File: config.mk
export PLATFORM = sky130hd
export DESIGN_NAME = inst_prefetch_buf
export DESIGN_NICKNAME = d
export VERILOG_FILES = /design/src/rtl/inst_prefetch_buf.sv
export SDC_FILE = /design/constraint.sdc
export NUM_CORES = 1
export LEC_CHECK = 0
export ABC_AREA = 0
export CAP_MARGIN = 20
export CORE_ASPECT_RATIO = 1.1
export CORE_MARGIN = 1.5
export CORE_UTILIZATION = 40
export CTS_CLUSTER_DIAMETER = 40
export CTS_CLUSTER_SIZE = 30
export DETAILED_ROUTE_END_ITERATION = 8
export GPL_TIMING_DRIVEN = 0
export HOLD_SLACK_MARGIN = 0.06
export PLACE_DENSITY = 0.64
export SETUP_SLACK_MARGIN = 0.1
export SLEW_MARGIN = 10
export SYNTH_ARGS = -nofsm -noshare
export SYNTH_HDL_FRONTEND = slang
export SYNTH_SLANG_ARGS = --single-unit
File: constraint.sdc
create_clock -name clk -period 3.2 [get_ports clk]
set_input_delay 0.96 -clock clk [delete_from_list [all_inputs] [get_ports clk]]
set_output_delay 0.96 -clock clk [all_outputs]
set_load 0.03 [all_outputs]
File: src/rtl/inst_prefetch_buf.sv
// Halfword-granular instruction prefetch buffer: accepts 32-bit flash words and
// presents one 16-bit or 32-bit Thumb-2 instruction at a time to the decoder.
module inst_prefetch_buf #(
    parameter int DEPTH = 8,
    parameter int CNT_W = 4
) (
    input  logic             clk,
    input  logic             rst,
    input  logic             fetch_valid,
    input  logic [31:0]      fetch_word,
    output logic             fetch_ready,
    input  logic             flush,
    input  logic             flush_odd,
    output logic             inst_valid,
    input  logic             inst_ready,
    output logic [31:0]      inst,
    output logic             inst_is32,
    output logic [CNT_W-1:0] count
);

    localparam int PTR_W = $clog2(DEPTH);

    logic [15:0]      r_mem [DEPTH];
    logic [PTR_W-1:0] r_wptr;
    logic [PTR_W-1:0] r_rptr;
    logic [CNT_W-1:0] r_count;
    logic             r_skip;

    logic [PTR_W-1:0] w_wptr_nxt;
    logic [PTR_W-1:0] w_rptr_nxt;
    logic [CNT_W-1:0] w_count_nxt;
    logic             w_skip_nxt;

    logic [15:0]      w_hw0;
    logic [15:0]      w_hw1;
    logic             w_head32;
    logic             w_push;
    logic             w_pop;
    logic [CNT_W-1:0] w_push_amt;
    logic [CNT_W-1:0] w_pop_amt;

    assign w_hw0    = r_mem[r_rptr];
    assign w_hw1    = r_mem[r_rptr + PTR_W'(1)];
    assign w_head32 = (w_hw0[15:11] == 5'b11101) || (w_hw0[15:11] == 5'b11110) ||
                      (w_hw0[15:11] == 5'b11111);

    // Room for a full word is required even when only the upper half will be kept.
    assign fetch_ready = (r_count <= CNT_W'(DEPTH - 2));
    assign inst_valid  = (r_count >= CNT_W'(2)) || ((r_count == CNT_W'(1)) && !w_head32);
    assign inst_is32   = inst_valid && w_head32;
    assign inst        = !inst_valid ? 32'h0 :
                         (w_head32 ? {w_hw0, w_hw1} : {16'h0000, w_hw0});
    assign count       = r_count;

    assign w_push     = fetch_valid && fetch_ready && !flush;
    assign w_pop      = inst_valid && inst_ready && !flush;
    assign w_push_amt = w_push ? (r_skip ? CNT_W'(1) : CNT_W'(2)) : CNT_W'(0);
    assign w_pop_amt  = w_pop ? (w_head32 ? CNT_W'(2) : CNT_W'(1)) : CNT_W'(0);

    always_comb begin
        w_wptr_nxt  = r_wptr;
        w_rptr_nxt  = r_rptr;
        w_count_nxt = r_count;
        w_skip_nxt  = r_skip;
        if (flush) begin
            w_wptr_nxt  = '0;
            w_rptr_nxt  = '0;
            w_count_nxt = '0;
            w_skip_nxt  = flush_odd;
        end else begin
            w_wptr_nxt  = r_wptr + PTR_W'(w_push_amt);
            w_rptr_nxt  = r_rptr + PTR_W'(w_pop_amt);
            w_count_nxt = r_count + w_push_amt - w_pop_amt;
            if (w_push) begin
                w_skip_nxt = 1'b0;
            end
        end
    end

    always_ff @(posedge clk or posedge rst) begin
        if (rst) begin
            r_wptr  <= '0;
            r_rptr  <= '0;
            r_count <= '0;
            r_skip  <= 1'b0;
        end else begin
            r_wptr  <= w_wptr_nxt;
            r_rptr  <= w_rptr_nxt;
            r_count <= w_count_nxt;
            r_skip  <= w_skip_nxt;
        end
    end

    // Storage is left uncleared on reset/flush; count alone decides what is live.
    always_ff @(posedge clk) begin
        if (w_push) begin
            if (r_skip) begin
                r_mem[r_wptr] <= fetch_word[31:16];
            end else begin
                r_mem[r_wptr]              <= fetch_word[15:0];
                r_mem[r_wptr + PTR_W'(1)]  <= fetch_word[31:16];
            end
        end
    end

endmodule
==> impl_metrics.ini, run 1 <==
[clock_tree]
cts_tree = yes
cts_made_buffers = 17
cts.root.buffer_cell = clkbuf_16
path_clk_slew_ns = 0.06
ctsHoldBuffers = 0
cts_buffer_depth = 2
clk_latency_ns = 0.42
cts_sinks = 139
h-tree-depth = 4

[cells_and_area]
fillCellCount = 1719
areaGrowthSynthToFinish_pct = 34.6
multi_input_comb_area_sq_um = 4650
antenna_cells = 0
seq_area_sq_um = 4120
drive_gt1_share_pct = 39.5
fin_nets = 887

[power_and_ir_drop]
p_leak_nw = 4.07
vdd_drop_max_mv = 0.438
total_power_mw = 7.97
powerDensity_nw_per_um2 = 686

[global_routing]
grt_pass1_vias = 6647
busiest_layer = met2
met3_usage_pct = 4.44
grt_max_degree = 17
track_usage_pct = 25.2
grt_pass1_wl_mm = 40.4
grt-ovfl-total = 0
use_met2_pct = 42.5
grtUsageMet1_pct = 32.0
antenna_found_initial = 0

[synth]
synth_cell_types = 45
synth-seq-area-share_pct = 47.7
synthAdderAreaFrac_pct = 2.38
async_flop_share_pct = 7.91
netlist_instances = 699
syn_nets = 751
ys.flop_type = edfxtp_1
synth.avg_cell_area_sq_um = 12.3
synth_edf_count = 128
synth_top_family_by_area = multiplexers
synth_mux_area_share_pct = 26.8
synth_compound_gate_area_share_pct = 8.83
syn_area_sq_um = 8630
synth_simple_gate_area_share_pct = 8.07
ys_seq_elements = 139
yosys.area_share.xor_xnor_pct = 0.710
ys_warn_count = 0

[setup_path]
reg2reg_depth = 15
r2r-start = r_rptr[0]
crit_required_ns = 2.24
timing.rr.end = count[3]
reg2reg_slack_ns = -0.51
cp_max_fo = 8
worstSetupPathType = flop to primary output
end_kind = primary output
worst_setup_path_start_kind = flop
cp.arrival_ns = 2.77

[timing]
period_minus_slack_ns = 3.73
worst_slew_pin_slew_ns = 0.857
relSlewSlack_pct = 42.7
setup_ws_ns = -0.534
rsz0062_at_grt = true
setup_violations = 37
max_freq_ghz = 0.268
hold_viol = 0
finalCritPeriodShare_pct = 117
slew_violations = 0
setup_tns_ns = -16.55
skew_ns = 0.0101

[detailed_routing]
drc = 0
antenna_left = 0
vias = 6663
drt_wl_total_mm = 28.0
wl_per_cell_um = 24.6
routed_via_density = 5.86
first_iter_violations = 830
drt-pass1-iter-count = 7

[placed_design]
hpwl_mm = 18.5
port_buffers = 60
dp_slack_ns = -1.05
gp_congestion = 0.850

[min_path]
hold_start = r_skip
hold_depth = 2
hp-class = flop to flop
whs_endpoint = r_skip

[floorplan]
die_area_sq_um = 22500
core-area_sq_um = 21200
start_util_pct = 40.7
row_count = 56
die_h_um = 157
io_pins = 77
die_w_um = 143

[status]
status = complete, but fails checks
violations = negative setup slack

[flow_run]
cap_violations = 0
## sequential cells by signal (all words and copies together) (netlist names)
signal  cells
r_wptr      3
r_rptr      3
r_mem     128
r_skip      1
count       4
## cell usage after synthesis (2+ instances only)
master	n	share of area (%)
xnor2_1	3	0.30
a21oi_1	100	5.8
nor2b_1	5	0.36
dfrtp_1	11	3.2
a2111oi_4	2	0.64
nor3_1	2	0.12
buf_6	2	0.26
mux4_2	59	15
mux2i_2	3	0.48
buf_2	11	0.64
ha_1	10	1.4
edfxtp_1	128	45
clkbuf_2	15	0.87
nand2b_1	2	0.14
xor2_1	4	0.41
inv_1	33	1.4
o21ai_0	8	0.46
fa_1	4	0.93
a31o_2	2	0.20
nor2_1	121	5.3
clkbuf_1	23	1.0
mux2_2	13	1.7
buf_1	3	0.13
mux2i_1	64	7.4
buf_4	11	0.96
nand2_1	10	0.43
mux4_1	5	1.5
nand3b_1	2	0.17
nand4_1	2	0.14
nand3_1	13	0.75
o31ai_1	13	1.1
a211o_1	2	0.20
## where the power goes
group	switching, mW	internal (mW)
registers	0.0791	2.14
clock network	0.792	1.30
logic	1.99	1.66
total	2.86	5.11
## how the worst max path moves through the flow
stage,startpoint,end,slack (ns),cells after the start
after detailed placement,flush,r_mem[1][7],-1.05,8
after global placement,flush,r_mem[3][7],-2.41,5
after global routing,r_rptr[0],inst[12],-0.58,10
after CTS,r_rptr[0],inst[8],-0.50,10
final,r_rptr[0],inst[12],-0.53,10
after floorplan,count[3],r_mem[1][0],-0.13,6
## metrics by stage
stage / utilization (%) / instances / instance area [sq um] / hold WS [ns]
floorplan: - / 699 / 8770 / 0.567
CTS: 52.7 / 1117 / 11200 / 0.623
finish: 54.7 / 1138 / 11600 / 0.613
detailed placement: 46.4 / 1055 / 9850 / 0.607
global route: 54.7 / 1138 / 11600 / 0.653
global placement: 45.9 / 1049 / 9740 / 0.602
## routing by layer
layer / wire (um) / part of all wire [%] / vias up
met2: 14100 / 50 / 382
met3: 2530 / 9.0 / 64
met1: 10500 / 38 / 3318
met5: 0 / 0 / -
li1: - / - / 2899
met4: 841 / 3.0 / 0
## logic make-up after synthesis
logic type,count (synthesis)
multiplexers,145
adder cells (fa/ha/maj),14
buffers and inverters,99
AND/OR/NAND/NOR,164
AO/OA/AOI/OAI,131
XOR/XNOR,7
flip-flops,139
## worst max-delay path, stage by stage, from the launching register on
cell and delay, ns:
dfrtp_1 0.41, buf_12 0.17, buf_12 0.13, mux4_2 0.52, mux2i_4 0.28, buf_6 0.15, nor3_4 0.04, buf_4 0.15
a211o_1 0.26, o31ai_4 0.07, buf_6 0.16
## cells in the final DEF (no fill, tap or decap), types with 3 or more instances in the layout
cell type / netlist / layout
o31ai_4: 0 / 11
nor2_4: 0 / 5
mux2_2: 13 / 13
nand2_1: 10 / 8
bufinv_16: 0 / 4
nor2b_1: 5 / 5
buf_4: 11 / 46
mux2i_4: 1 / 7
edfxtp_1: 128 / 128
clkbuf_4: 0 / 3
a21oi_1: 100 / 97
buf_6: 2 / 41
ha_1: 10 / 8
buf_2: 11 / 12
o21ai_2: 0 / 3
nor2_1: 121 / 114
buf_8: 0 / 11
mux2i_1: 64 / 44
clkdlybuf4s50_1: 0 / 24
clkbuf_16: 0 / 19
clkinv_4: 0 / 4
nand3_2: 1 / 7
o21ai_4: 0 / 4
clkbuf_2: 15 / 16
clkbuf_1: 23 / 11
mux2i_2: 3 / 17
nand3_4: 0 / 6
clkbuf_8: 0 / 3
xor2_1: 4 / 3
mux4_2: 59 / 62
inv_1: 33 / 33
dfrtp_1: 11 / 11
buf_12: 1 / 10
## area by class of cell
class,count,share of cell area [%]
Buffer,66,4.74
Clock buffer,17,3.66
Clock inverter,15,1.70
Inverter,33,1.07
Multi-Input combinational cell,461,40.0
Sequential cell,139,35.4
Tap cell,290,3.12
Timing Repair Buffer,117,10.3
## repair_timing
| item | in CTS | in global routing |
|---|---|---|
| setup endpoints to repair | 297 | 211 |
| setup buffers | 27 | 19 |
| cloned | 3 | 2 |
| gates resized for setup | 308 | 92 |
| pin swaps | 14 | 11 |
Power figures use the tool's default switching activity.
==> run 2: changes to the inputs <==
--- a/config.mk
+++ b/config.mk
@@ -11,5 +11,5 @@
 export CORE_MARGIN = 1.5
 export CORE_UTILIZATION = 40
-export CTS_CLUSTER_DIAMETER = 40
+export CTS_CLUSTER_DIAMETER = 200
 export CTS_CLUSTER_SIZE = 30
 export DETAILED_ROUTE_END_ITERATION = 8
==> constraint.sdc (replaced) <==
create_clock -name clk -period 3.2 [get_ports clk]
set_input_delay 0.8 -clock clk [delete_from_list [all_inputs] [get_ports clk]]
set_output_delay 0.8 -clock clk [all_outputs]
set_load 0.03 [all_outputs]
==> impl_metrics.ini, run 2 (same netlist as run 1, synthesis figures left out) <==
[status]
status = complete, but fails checks
violations = negative setup slack

[clock_tree]
cts_tree = yes
path_clk_slew_ns = 0.06
cts_made_buffers = 17
h-tree-depth = 4
clk_latency_ns = 0.43
cts.root.buffer_cell = clkbuf_16
cts_sinks = 139
cts_buffer_depth = 2

[timing]
setup_violations = 39
slew_violations = 0
period_minus_slack_ns = 3.61
finalCritPeriodShare_pct = 113
relSlewSlack_pct = 44.7
hold_viol = 0
skew_ns = 0.0112
rsz0062_at_grt = true
setup_ws_ns = -0.407
max_freq_ghz = 0.277
worst_slew_pin_slew_ns = 0.829

[power_and_ir_drop]
p_leak_nw = 4.03
p_sw_share_pct = 35.7
internal-power_mw = 5.15
powerDensity_nw_per_um2 = 685
vdd_drop_max_mv = 0.407
pwr-share-clk_pct = 26.2
seq_power_share_pct = 27.7
power_switching_mw = 2.86
total_power_mw = 8.02
share_comb_of_total_power_pct = 46.1

[setup_path]
path_buf_inv = 6
timing.rr.end = count[3]
cp.arrival_ns = 2.81
r2r-start = r_rptr[0]
worst_setup_path_start_kind = flop
cp_max_fo = 5
reg2reg_slack_ns = -0.31
crit_required_ns = 2.40
reg2reg_depth = 13
slowest_delay_ns = 0.52
cp_slowest_cell = mux4_2
end_kind = primary output
cp_cell_sequence = buf_8 -> buf_12 -> mux4_2 -> mux2i_4 -> a2111oi_4 -> buf_6 -> buf_6 -> buf_12 -> o31ai_4 -> buf_6
worstSetupPathType = flop to primary output
crit_family = buffers and inverters
critPathMostFrequentCell = buf_6

[floorplan]
row_count = 56
start_util_pct = 40.7
core-area_sq_um = 21200
io_pins = 77
die_h_um = 157
die_w_um = 143
die_area_sq_um = 22500

[cells_and_area]
antenna_cells = 0
final_cell_mix = edfxtp_1, nor2_1, a21oi_1
fin_nets = 884
top_register = r_mem
largest_reg_flops = 128
drive_gt1_share_pct = 40.6
areaGrowthSynthToFinish_pct = 35.5
utilization_pct = 55.1
final_common_cell = edfxtp_1

[placed_design]
gp_congestion = 0.843
port_buffers = 60
hpwl_mm = 18.2

[detailed_routing]
highest_layer = met4
wl_met2_mm = 14.1
vias = 6679
routed_via_density = 5.88
wl_per_cell_um = 24.4
antenna_left = 0
drt-pass1-iter-count = 5
wl_met1_mm = 10.8
drt_wl_total_mm = 27.7
drc = 0
wl_met3_mm = 2.05
first_iter_violations = 896

[min_path]
hold_start = r_skip
whs_endpoint = r_skip
hold_depth = 2
hp-class = flop to flop

[global_routing]
grt_pass1_wl_mm = 41.0
antenna_found_initial = 0
grt_max_degree = 17
grt_pass1_vias = 6747
grt-ovfl-total = 0
track_usage_pct = 25.5

[flow_run]
cap_violations = 0
-- run 2: worst max-delay path by stage --
| stage | start | end | slack [ns] | depth (start not counted) |
|---|---|---|---|---|
| 2_1_floorplan | count[3] | r_mem[1][0] | -0.13 | 6 |
| 3_3_place_gp | flush | r_mem[1][9] | -2.19 | 5 |
| 3_5_place_dp | r_rptr[0] | inst[2] | -1.15 | 9 |
| 4_1_cts | r_rptr[0] | inst[4] | -0.38 | 10 |
| 5_1_grt | count[3] | inst[8] | -0.48 | 7 |
| 6_report | r_rptr[0] | inst[4] | -0.41 | 10 |
-- run 2: what timing repair did --
action	CTS	global route
endpoints found under the setup margin	212	212
gates resized for setup	340	100
setup buffers	31	12
pin swaps	17	22
hold buffers	0	0
gates cloned	5	0
-- run 2: through the flow --
step	hold slack, ns	std cells	setup WS [ns]	area (sq um)	setup TNS [ns]
2_1_floorplan	0.567	699	-0.134	8710	-10.61
3_3_place_gp	0.605	1049	-2.19	9670	-264.30
3_5_place_dp	0.623	1055	-1.15	9780	-144.94
4_1_cts	0.634	1123	-0.379	11300	-9.64
5_1_grt	0.655	1135	-0.484	11700	-13.74
6_report	0.630	1135	-0.407	11700	-11.15
-- run 2: power groups by stage --
| stage | Clock (mW) | Combinational [mW] | Sequential (mW) |
|---|---|---|---|
| finish | 2.10 | 3.69 | 2.22 |
| global route | 2.16 | 3.87 | 2.23 |
| CTS | 2.08 | 3.40 | 2.22 |
| detailed placement | 0 | 2.78 | 2.25 |
| global placement | 0 | 2.74 | 2.25 |
| floorplan | 0 | 1.85 | 2.26 |
-- run 2: area by class of cell --
cell class                 instances  area (sq um)
fill                            1677          9530
multi-input combinational        461          4690
sequential                       139          4120
timing repair buffer             114          1250
buffer                            66           537
clock buffer                      18           429
tap                              290           363
clock inverter                    14           194
inverter                          33           124
-- run 2: layer usage --
layer  GRT usage (%)  vias up
li1                -     2903
met1            32.9     3361
met2            42.9      349
met3            4.59       66
met4            9.82        0
met5               0        -
-- run 2: worst min-delay path: stages (launching register included) --
cell     delay, ns
dfrtp_1       0.42
mux2i_1       0.10
nor2_1        0.08
